**src/rtl/pwm_capture_if.sv**
```systemverilog
// Bundles the PWM input and the measurement result bus of pwm_capture.
// master = the capture block, slave = whatever consumes the results.
interface pwm_capture_if #(
  parameter int CTR_WIDTH  = 16,
  parameter int DUTY_WIDTH = 10
);
  logic                  pwm_in;
  logic [CTR_WIDTH-1:0]  period;
  logic [CTR_WIDTH-1:0]  high_time;
  logic [DUTY_WIDTH-1:0] duty;
  logic                  valid;
  logic                  stuck;
  logic                  busy;

  modport master (
    input  pwm_in,
    output period, high_time, duty, valid, stuck, busy
  );

  modport slave (
    output pwm_in,
    input  period, high_time, duty, valid, stuck, busy
  );
endinterface

```
**src/rtl/pwm_capture.sv**
```systemverilog
// Measures period/high time of an asynchronous PWM input between rising edges and
// derives duty = floor(high * 2**DUTY_WIDTH / period) with a bit-serial restoring divider.
module pwm_capture #(
  parameter int CTR_WIDTH  = 16,
  parameter int DUTY_WIDTH = 10
) (
  input  logic          clk,
  input  logic          rst,
  pwm_capture_if.master cap
);

  localparam int IT_W = $clog2(DUTY_WIDTH + 1);
  localparam logic [CTR_WIDTH-1:0] CTR_MAX  = '1;
  localparam logic [CTR_WIDTH-1:0] CTR_ONE  = CTR_WIDTH'(1);
  localparam logic [IT_W-1:0]      IT_LAST  = IT_W'(DUTY_WIDTH);

  typedef enum logic [1:0] {
    ARM     = 2'd0,
    MEASURE = 2'd1,
    DIVIDE  = 2'd2
  } state_t;

  state_t state_q, state_d;

  logic                  sync1_q, sync1_d;
  logic                  pwm_s_q, pwm_s_d;
  logic                  pwm_dly_q, pwm_dly_d;
  logic [CTR_WIDTH-1:0]  period_ctr_q, period_ctr_d;
  logic [CTR_WIDTH-1:0]  high_ctr_q, high_ctr_d;
  logic [CTR_WIDTH-1:0]  p_q, p_d;
  logic [CTR_WIDTH-1:0]  h_q, h_d;
  logic [CTR_WIDTH-1:0]  rem_q, rem_d;
  logic [DUTY_WIDTH-1:0] quo_q, quo_d;
  logic [IT_W-1:0]       it_q, it_d;
  logic [CTR_WIDTH-1:0]  period_q, period_d;
  logic [CTR_WIDTH-1:0]  high_time_q, high_time_d;
  logic [DUTY_WIDTH-1:0] duty_q, duty_d;
  logic                  valid_q, valid_d;
  logic                  stuck_q, stuck_d;

  logic                  rise;
  logic                  timeout_hit;
  logic                  capture;
  logic                  div_step;
  logic                  div_done;
  logic                  to_fire;
  logic                  busy;
  logic [CTR_WIDTH:0]    rem_shift;
  logic [CTR_WIDTH-1:0]  rem_sub;
  logic                  rem_ge;

  assign rise = pwm_s_q & ~pwm_dly_q;
  // Fires only on the step into saturation, so a held input yields one pulse.
  assign timeout_hit = ~rise & (period_ctr_q == (CTR_MAX - CTR_ONE));

  // State register
  always_ff @(posedge clk) begin
    if (rst) begin
      state_q <= ARM;
    end else begin
      state_q <= state_d;
    end
  end

  // Next-state logic
  always_comb begin
    state_d = state_q;
    case (state_q)
      ARM: begin
        if (rise) state_d = MEASURE;
      end
      MEASURE: begin
        if (rise)             state_d = DIVIDE;
        else if (timeout_hit) state_d = ARM;
      end
      DIVIDE: begin
        if (it_q == IT_LAST) state_d = MEASURE;
      end
      default: state_d = ARM;
    endcase
  end

  // FSM outputs
  always_comb begin
    capture  = 1'b0;
    div_step = 1'b0;
    div_done = 1'b0;
    to_fire  = 1'b0;
    busy     = 1'b0;
    case (state_q)
      ARM: begin
        to_fire = timeout_hit;
      end
      MEASURE: begin
        capture = rise;
        to_fire = timeout_hit;
      end
      DIVIDE: begin
        busy     = 1'b1;
        div_step = (it_q != IT_LAST);
        div_done = (it_q == IT_LAST);
      end
      default: ;
    endcase
  end

  // Since h < p, the partial remainder always stays below p and fits CTR_WIDTH bits.
  always_comb begin
    rem_shift = {rem_q, 1'b0};
    rem_ge    = (rem_shift >= {1'b0, p_q});
    rem_sub   = rem_shift[CTR_WIDTH-1:0] - p_q;
  end

  always_comb begin
    sync1_d     = cap.pwm_in;
    pwm_s_d     = sync1_q;
    pwm_dly_d   = pwm_s_q;

    period_ctr_d = period_ctr_q;
    high_ctr_d   = high_ctr_q;
    if (rise) begin
      period_ctr_d = CTR_ONE;
      high_ctr_d   = CTR_ONE;
    end else begin
      if (period_ctr_q != CTR_MAX) period_ctr_d = period_ctr_q + CTR_ONE;
      if (pwm_s_q && (high_ctr_q != CTR_MAX)) high_ctr_d = high_ctr_q + CTR_ONE;
    end

    p_d         = p_q;
    h_d         = h_q;
    rem_d       = rem_q;
    quo_d       = quo_q;
    it_d        = it_q;
    period_d    = period_q;
    high_time_d = high_time_q;
    duty_d      = duty_q;
    stuck_d     = stuck_q;
    valid_d     = 1'b0;

    if (capture) begin
      p_d   = period_ctr_q;
      h_d   = high_ctr_q;
      rem_d = high_ctr_q;
      quo_d = '0;
      it_d  = '0;
    end

    if (div_step) begin
      it_d  = it_q + 1'b1;
      rem_d = rem_ge ? rem_sub : rem_shift[CTR_WIDTH-1:0];
      quo_d = {quo_q[DUTY_WIDTH-2:0], rem_ge};
    end

    if (div_done) begin
      period_d    = p_q;
      high_time_d = h_q;
      duty_d      = quo_q;
      stuck_d     = 1'b0;
      valid_d     = 1'b1;
    end

    if (to_fire) begin
      period_d    = '0;
      high_time_d = '0;
      duty_d      = pwm_s_q ? '1 : '0;
      stuck_d     = 1'b1;
      valid_d     = 1'b1;
    end
  end

  always_ff @(posedge clk) begin
    if (rst) begin
      sync1_q      <= 1'b0;
      pwm_s_q      <= 1'b0;
      pwm_dly_q    <= 1'b0;
      period_ctr_q <= '0;
      high_ctr_q   <= '0;
      p_q          <= '0;
      h_q          <= '0;
      rem_q        <= '0;
      quo_q        <= '0;
      it_q         <= '0;
      period_q     <= '0;
      high_time_q  <= '0;
      duty_q       <= '0;
      valid_q      <= 1'b0;
      stuck_q      <= 1'b0;
    end else begin
      sync1_q      <= sync1_d;
      pwm_s_q      <= pwm_s_d;
      pwm_dly_q    <= pwm_dly_d;
      period_ctr_q <= period_ctr_d;
      high_ctr_q   <= high_ctr_d;
      p_q          <= p_d;
      h_q          <= h_d;
      rem_q        <= rem_d;
      quo_q        <= quo_d;
      it_q         <= it_d;
      period_q     <= period_d;
      high_time_q  <= high_time_d;
      duty_q       <= duty_d;
      valid_q      <= valid_d;
      stuck_q      <= stuck_d;
    end
  end

  assign cap.period    = period_q;
  assign cap.high_time = high_time_q;
  assign cap.duty      = duty_q;
  assign cap.valid     = valid_q;
  assign cap.stuck     = stuck_q;
  assign cap.busy      = busy;

endmodule

```
**src/flat_wrapper.sv**
```systemverilog
// flat-port wrapper written by rule: the top's interface ports become plain ports
module pwm_capture_flat 
#(
  parameter int CTR_WIDTH  = 16,
  parameter int DUTY_WIDTH = 10
)
  (clk, rst, cap_pwm_in, cap_period, cap_high_time, cap_duty, cap_valid, cap_stuck, cap_busy);
  pwm_capture_if #(.CTR_WIDTH(CTR_WIDTH), .DUTY_WIDTH(DUTY_WIDTH)) cap_i ();
  input  logic clk;
  input  logic rst;
  input wire logic [$bits(cap_i.pwm_in)-1:0] cap_pwm_in;
  output wire logic [$bits(cap_i.period)-1:0] cap_period;
  output wire logic [$bits(cap_i.high_time)-1:0] cap_high_time;
  output wire logic [$bits(cap_i.duty)-1:0] cap_duty;
  output wire logic [$bits(cap_i.valid)-1:0] cap_valid;
  output wire logic [$bits(cap_i.stuck)-1:0] cap_stuck;
  output wire logic [$bits(cap_i.busy)-1:0] cap_busy;
  assign cap_i.pwm_in = cap_pwm_in;
  assign cap_period = cap_i.period;
  assign cap_high_time = cap_i.high_time;
  assign cap_duty = cap_i.duty;
  assign cap_valid = cap_i.valid;
  assign cap_stuck = cap_i.stuck;
  assign cap_busy = cap_i.busy;
  pwm_capture #(.CTR_WIDTH(CTR_WIDTH), .DUTY_WIDTH(DUTY_WIDTH)) u_core (.clk(clk), .rst(rst), .cap(cap_i));
endmodule
```
**config.mk**
```make
export PLATFORM = sky130hd
export DESIGN_NAME = pwm_capture_flat
export DESIGN_NICKNAME = d
export VERILOG_FILES = /design/src/rtl/pwm_capture_if.sv /design/src/rtl/pwm_capture.sv /design/src/flat_wrapper.sv
export SDC_FILE = /design/constraint.sdc
export NUM_CORES = 1
export LEC_CHECK = 0
export ABC_CLOCK_PERIOD_IN_PS = 2200
export BUFFER_PORTS_ARGS = -buffer_cell sky130_fd_sc_hd__buf_2
export CORE_ASPECT_RATIO = 0.7
export CORE_MARGIN = 2
export CORE_UTILIZATION = 51
export CTS_BUF_LIST = sky130_fd_sc_hd__clkbuf_4 sky130_fd_sc_hd__clkbuf_8 sky130_fd_sc_hd__clkbuf_16
export DETAILED_ROUTE_END_ITERATION = 10
export GPL_TIMING_DRIVEN = 0
export PLACE_DENSITY = 0.7
export SETUP_SLACK_MARGIN = 0.1
export SYNTH_ARGS = -nofsm -noshare
export SYNTH_HDL_FRONTEND = slang
export SYNTH_SLANG_ARGS = --single-unit
```
**constraint.sdc**
```tcl
create_clock -name clk -period 2.2 [get_ports clk]
set_input_delay 0 -clock clk [delete_from_list [all_inputs] [get_ports clk]]
set_output_delay 0 -clock clk [all_outputs]
set_load 0.01 [all_outputs]
```
==> run_results.csv <==
group,metric,value,unit
outcome,outcome,"finished, violations left",
outcome,violations,"negative setup slack",
clocking,clk_pin_slew_worst_paths,0.06,ns
timing,setup_viol,17,
logic_synthesis,synthAdderAreaFrac,0.04416,
logic_synthesis,synth-compound-area-share,0.1704,
worst_setup_path,r2r_slack,-0.21,ns
worst_setup_path,cp_data_required_time,2.51,ns
placed_design,numPortBuffers,46,
die,dieArea,13480,um2
route,via_count,6344,
timing,hold_viol,0,
placed_design,place_ws,-0.3356,ns
timing,slew_violations,0,
power_and_ir_drop,irDropWorstVdd,0.0005769,V
power_and_ir_drop,p_int,4.266,mW
global_route,grt_use_met3,0.08100,
power_and_ir_drop,p_leak,3.152,nW
logic_synthesis,async_reset_ff_frac,0,
power_and_ir_drop,switchingPower,1.384,mW
power_and_ir_drop,pwr-share-seq,0.462,
power_and_ir_drop,clkPwrFrac,0.501,
logic_synthesis,ys_ff_latch,143,
logic_synthesis,synth-seq-area-share,0.4470,
timing,tightest_slew,0.6820,ns
logic_synthesis,yosysWarnings,0,
worst_setup_path,crit_slowest_cell,"o31ai_4",
power_and_ir_drop,power,5.651,mW
worst_setup_path,crit_chain,"inv_4 > ha_4 > nand2_4 > nor3_4 > nand4_1 > o31ai_4 > buf_6 > mux2i_2 > a21oi_1 > a2111oi_0",
global_route,grt_pass1_wl,29990,um
timing,relSlewSlack,0.5453,
route,routed_wl,19820,um
die,row_count,34,
power_and_ir_drop,p_sw_frac,0.2450,
global_route,use_met2,0.4341,
logic_synthesis,synth_xor_area_frac,0.04787,
timing,fin_ws,-0.2145,ns
worst_setup_path,cpLargestDelayFamily,"compound AO/OA/AOI/OAI gates",
clocking,cts_sinks,143,
clocking,cts-buffers-inserted,17,
clocking,insertion_delay,0.43,ns
global_route,grt_use_met1,0.4094,
logic_synthesis,avgSynthCellArea,8.055,um2
logic_synthesis,synth_edf_count,0,
logic_synthesis,synthFlopType,"dfxtp_1",
logic_synthesis,yosys.area_share.simple,0.2331,
logic_synthesis,syn_inst,795,
worst_setup_path,worstReg2RegStart,"u_core.p_q[14]$_SDFFE_PP0P_",
clocking,tritoncts,"yes",
route,routedWlPerCell,18.38,um
worst_hold_path,holdPathStages,2,
worst_setup_path,reg2reg_to,"u_core.rem_q[13]$_SDFFE_PP0P_",
cells_and_area,layout-drive-gt1-share,0.2467,
worst_setup_path,worst-path-stages,10,
flow_run,drv_cap,0,
cells_and_area,syn_to_final_growth,29.37,%
route,viasPerCell,5.885,
worst_setup_path,rr_worst_depth,10,
cells_and_area,final_area,8284,um2
clocking,clk_path_buf_depth,2,
worst_setup_path,startpoint_type,"flip-flop",
route,detail-route-antenna-nets,0,
die,io_pins,48,
cells_and_area,antenna_cells,0,
placed_design,dp_cells,1003,
cells_and_area,fin_nets,928,
clocking,htree_levels,4,
timing,finalSetupTns,-2.197,ns
worst_setup_path,worstPathArrival,2.73,ns
placed_design,placed_area,6917,um2
timing,fin_crit,2.414,ns
route,drc_errors,0,
worst_setup_path,crit_path_max_incr_delay,0.36,ns
timing,rsz0062_at_grt,"true",
logic_synthesis,syn_area,6404,um2
worst_setup_path,crit_buf_inv,2,
logic_synthesis,yosysUniqueCellTypes,59,
power_and_ir_drop,pwr-share-comb,0.037,
timing,min_period_over_period,1.097,
global_route,grt_pass1_vias,5849,
clocking,cts-root-buf,"clkbuf_16",
worst_setup_path,startpoint,"u_core.p_q[14]$_SDFFE_PP0P_",
die,coreArea,12340,um2
logic_synthesis,synth_mux_area_frac,0.01719,
global_route,grt_use_total,0.2909,
worst_hold_path,hp-class,"in2reg",
worst_setup_path,cp_max_fo,4,
die,die_h,97.75,um
timing,fmax,414.2,MHz
die,die_w,137.9,um
cells_and_area,layout.cells.non_filler,1078,
global_route,grt_busiest_layer,"met2",
placed_design,gp_congestion,0.9162,
power_and_ir_drop,p_per_area,682.1,nW/um2
global_route,grt.overflow.total,0,
global_route,grt_start_max_net_pins,17,
worst_setup_path,setup.worst_path.end,"u_core.rem_q[13]$_SDFFE_PP0P_",
worst_setup_path,end_kind,"flip-flop",
logic_synthesis,synth_top_family_by_area,"simple AND/OR/NAND/NOR gates",
worst_setup_path,critPathKind,"reg2reg",
route,dr.pass1.iters,5,
placed_design,dp_hpwl,13470,um
global_route,antenna_found_initial,0,
timing,finClkSkew,0.01090,ns
die,initial_utilization,0.5191,
route,drt_iter0_markers,756,
logic_synthesis,syn_nets,820,
-- through the flow --
stage          hold WS, ns  utilization
2_1_floorplan       0.1282            -
3_3_place_gp        0.2446       0.5606
3_5_place_dp        0.2343       0.5606
4_1_cts             0.2020       0.6434
5_1_grt             0.2171       0.6715
6_report            0.2374       0.6715
-- power by group through the flow --
stage | combinational [mW] | clock, mW | sequential (mW)
floorplan | 0.117 | 0 | 2.67
global placement | 0.158 | 0 | 2.67
detailed placement | 0.161 | 0 | 2.67
CTS | 0.182 | 2.83 | 2.61
global route | 0.226 | 2.95 | 2.61
finish | 0.211 | 2.83 | 2.61
-- cells by family (layout without fill, tap and decap cells) --
group,Yosys count,count (layout)
AO/OA/AOI/OAI,179,179
XOR/XNOR,35,35
adder cells (fa/ha/maj),22,22
buffers and inverters,65,186
flip-flops,143,143
multiplexers,11,11
AND/OR/NAND/NOR,340,340
-- repair_timing --
| item | CTS | global route |
|---|---|---|
| endpoints found under the hold margin | 1 | 0 |
| setup endpoints to repair | 85 | 106 |
| resized for setup | 65 | 67 |
| pin swaps | 20 | 34 |
| hold buffers | 1 | 0 |
| cloned | 2 | 0 |
| buffers inserted | 24 | 18 |
-- sequential cells by signal (all words and copies together) (netlist names) --
name / cells
u_core.pwm_s_d: 1
u_core.cap.duty: 10
u_core.pwm_dly_q: 1
u_core.h_q: 16
u_core.cap.high_time: 16
u_core.state_q: 2
u_core.high_ctr_q: 16
u_core.rem_q: 16
u_core.p_q: 16
u_core.cap.valid: 1
u_core.cap.period: 16
u_core.it_q: 4
u_core.period_ctr_q: 16
u_core.quo_q: 10
u_core.pwm_dly_d: 1
u_core.cap.stuck: 1
-- worst min path at each step --
| stage | startpoint | to | slack [ns] |
|---|---|---|---|
| 4_1_cts | rst | u_core.rem_q[1]$_SDFFE_PP0P_ | 0.20 |
| 6_report | rst | u_core.rem_q[1]$_SDFFE_PP0P_ | 0.24 |
| 2_1_floorplan | cap_pwm_in | u_core.pwm_s_d$_SDFF_PP0_ | 0.13 |
| 5_1_grt | rst | u_core.rem_q[1]$_SDFFE_PP0P_ | 0.22 |
| 3_5_place_dp | cap_pwm_in | u_core.pwm_s_d$_SDFF_PP0_ | 0.23 |
| 3_3_place_gp | cap_pwm_in | u_core.pwm_s_d$_SDFF_PP0_ | 0.24 |
-- cell usage after synthesis, types with 11 or more instances --
cell type / number / area, um2
nand2_1: 204 / 765.7
dfxtp_1: 143 / 2863
a21oi_1: 97 / 485.5
nor2_1: 50 / 187.7
clkbuf_1: 32 / 120.1
xor2_1: 26 / 227.7
inv_1: 24 / 90.09
ha_1: 21 / 262.8
nand3_1: 17 / 85.08
nand4_1: 17 / 106.4
a31oi_1: 16 / 100.1
o21ai_0: 12 / 60.06
mux2i_1: 11 / 110.1
-- cell usage in the layout (no fill, tap or decap), types with 8 or more instances in the layout --
cell type	n
a21oi_1	95
a31oi_1	15
buf_2	46
buf_4	33
buf_6	11
clkbuf_1	25
clkbuf_16	18
dfxtp_1	119
dfxtp_2	18
ha_4	15
inv_1	14
mux2i_1	8
nand2_1	202
nand3_1	16
nand4_1	17
nor2_1	48
o21ai_0	10
xnor2_1	9
xor2_1	26
-- per-layer routing --
layer,share of wire,vias to the layer above
met5,0,-
met4,0.020,0
met3,0.10,41
met2,0.45,328
met1,0.43,3029
li1,-,2946
-- final cells by class --
class	instances	area, um2
fillers	985	4053
inverters	25	101.3
clock inverters	15	148.9
well taps	162	202.7
plain buffers	40	211.5
repair buffers	89	603.1
multi-input cells	587	3684
clock buffers	17	425.4
flip-flops and latches	143	2908
(Power assumes the default switching activity.)
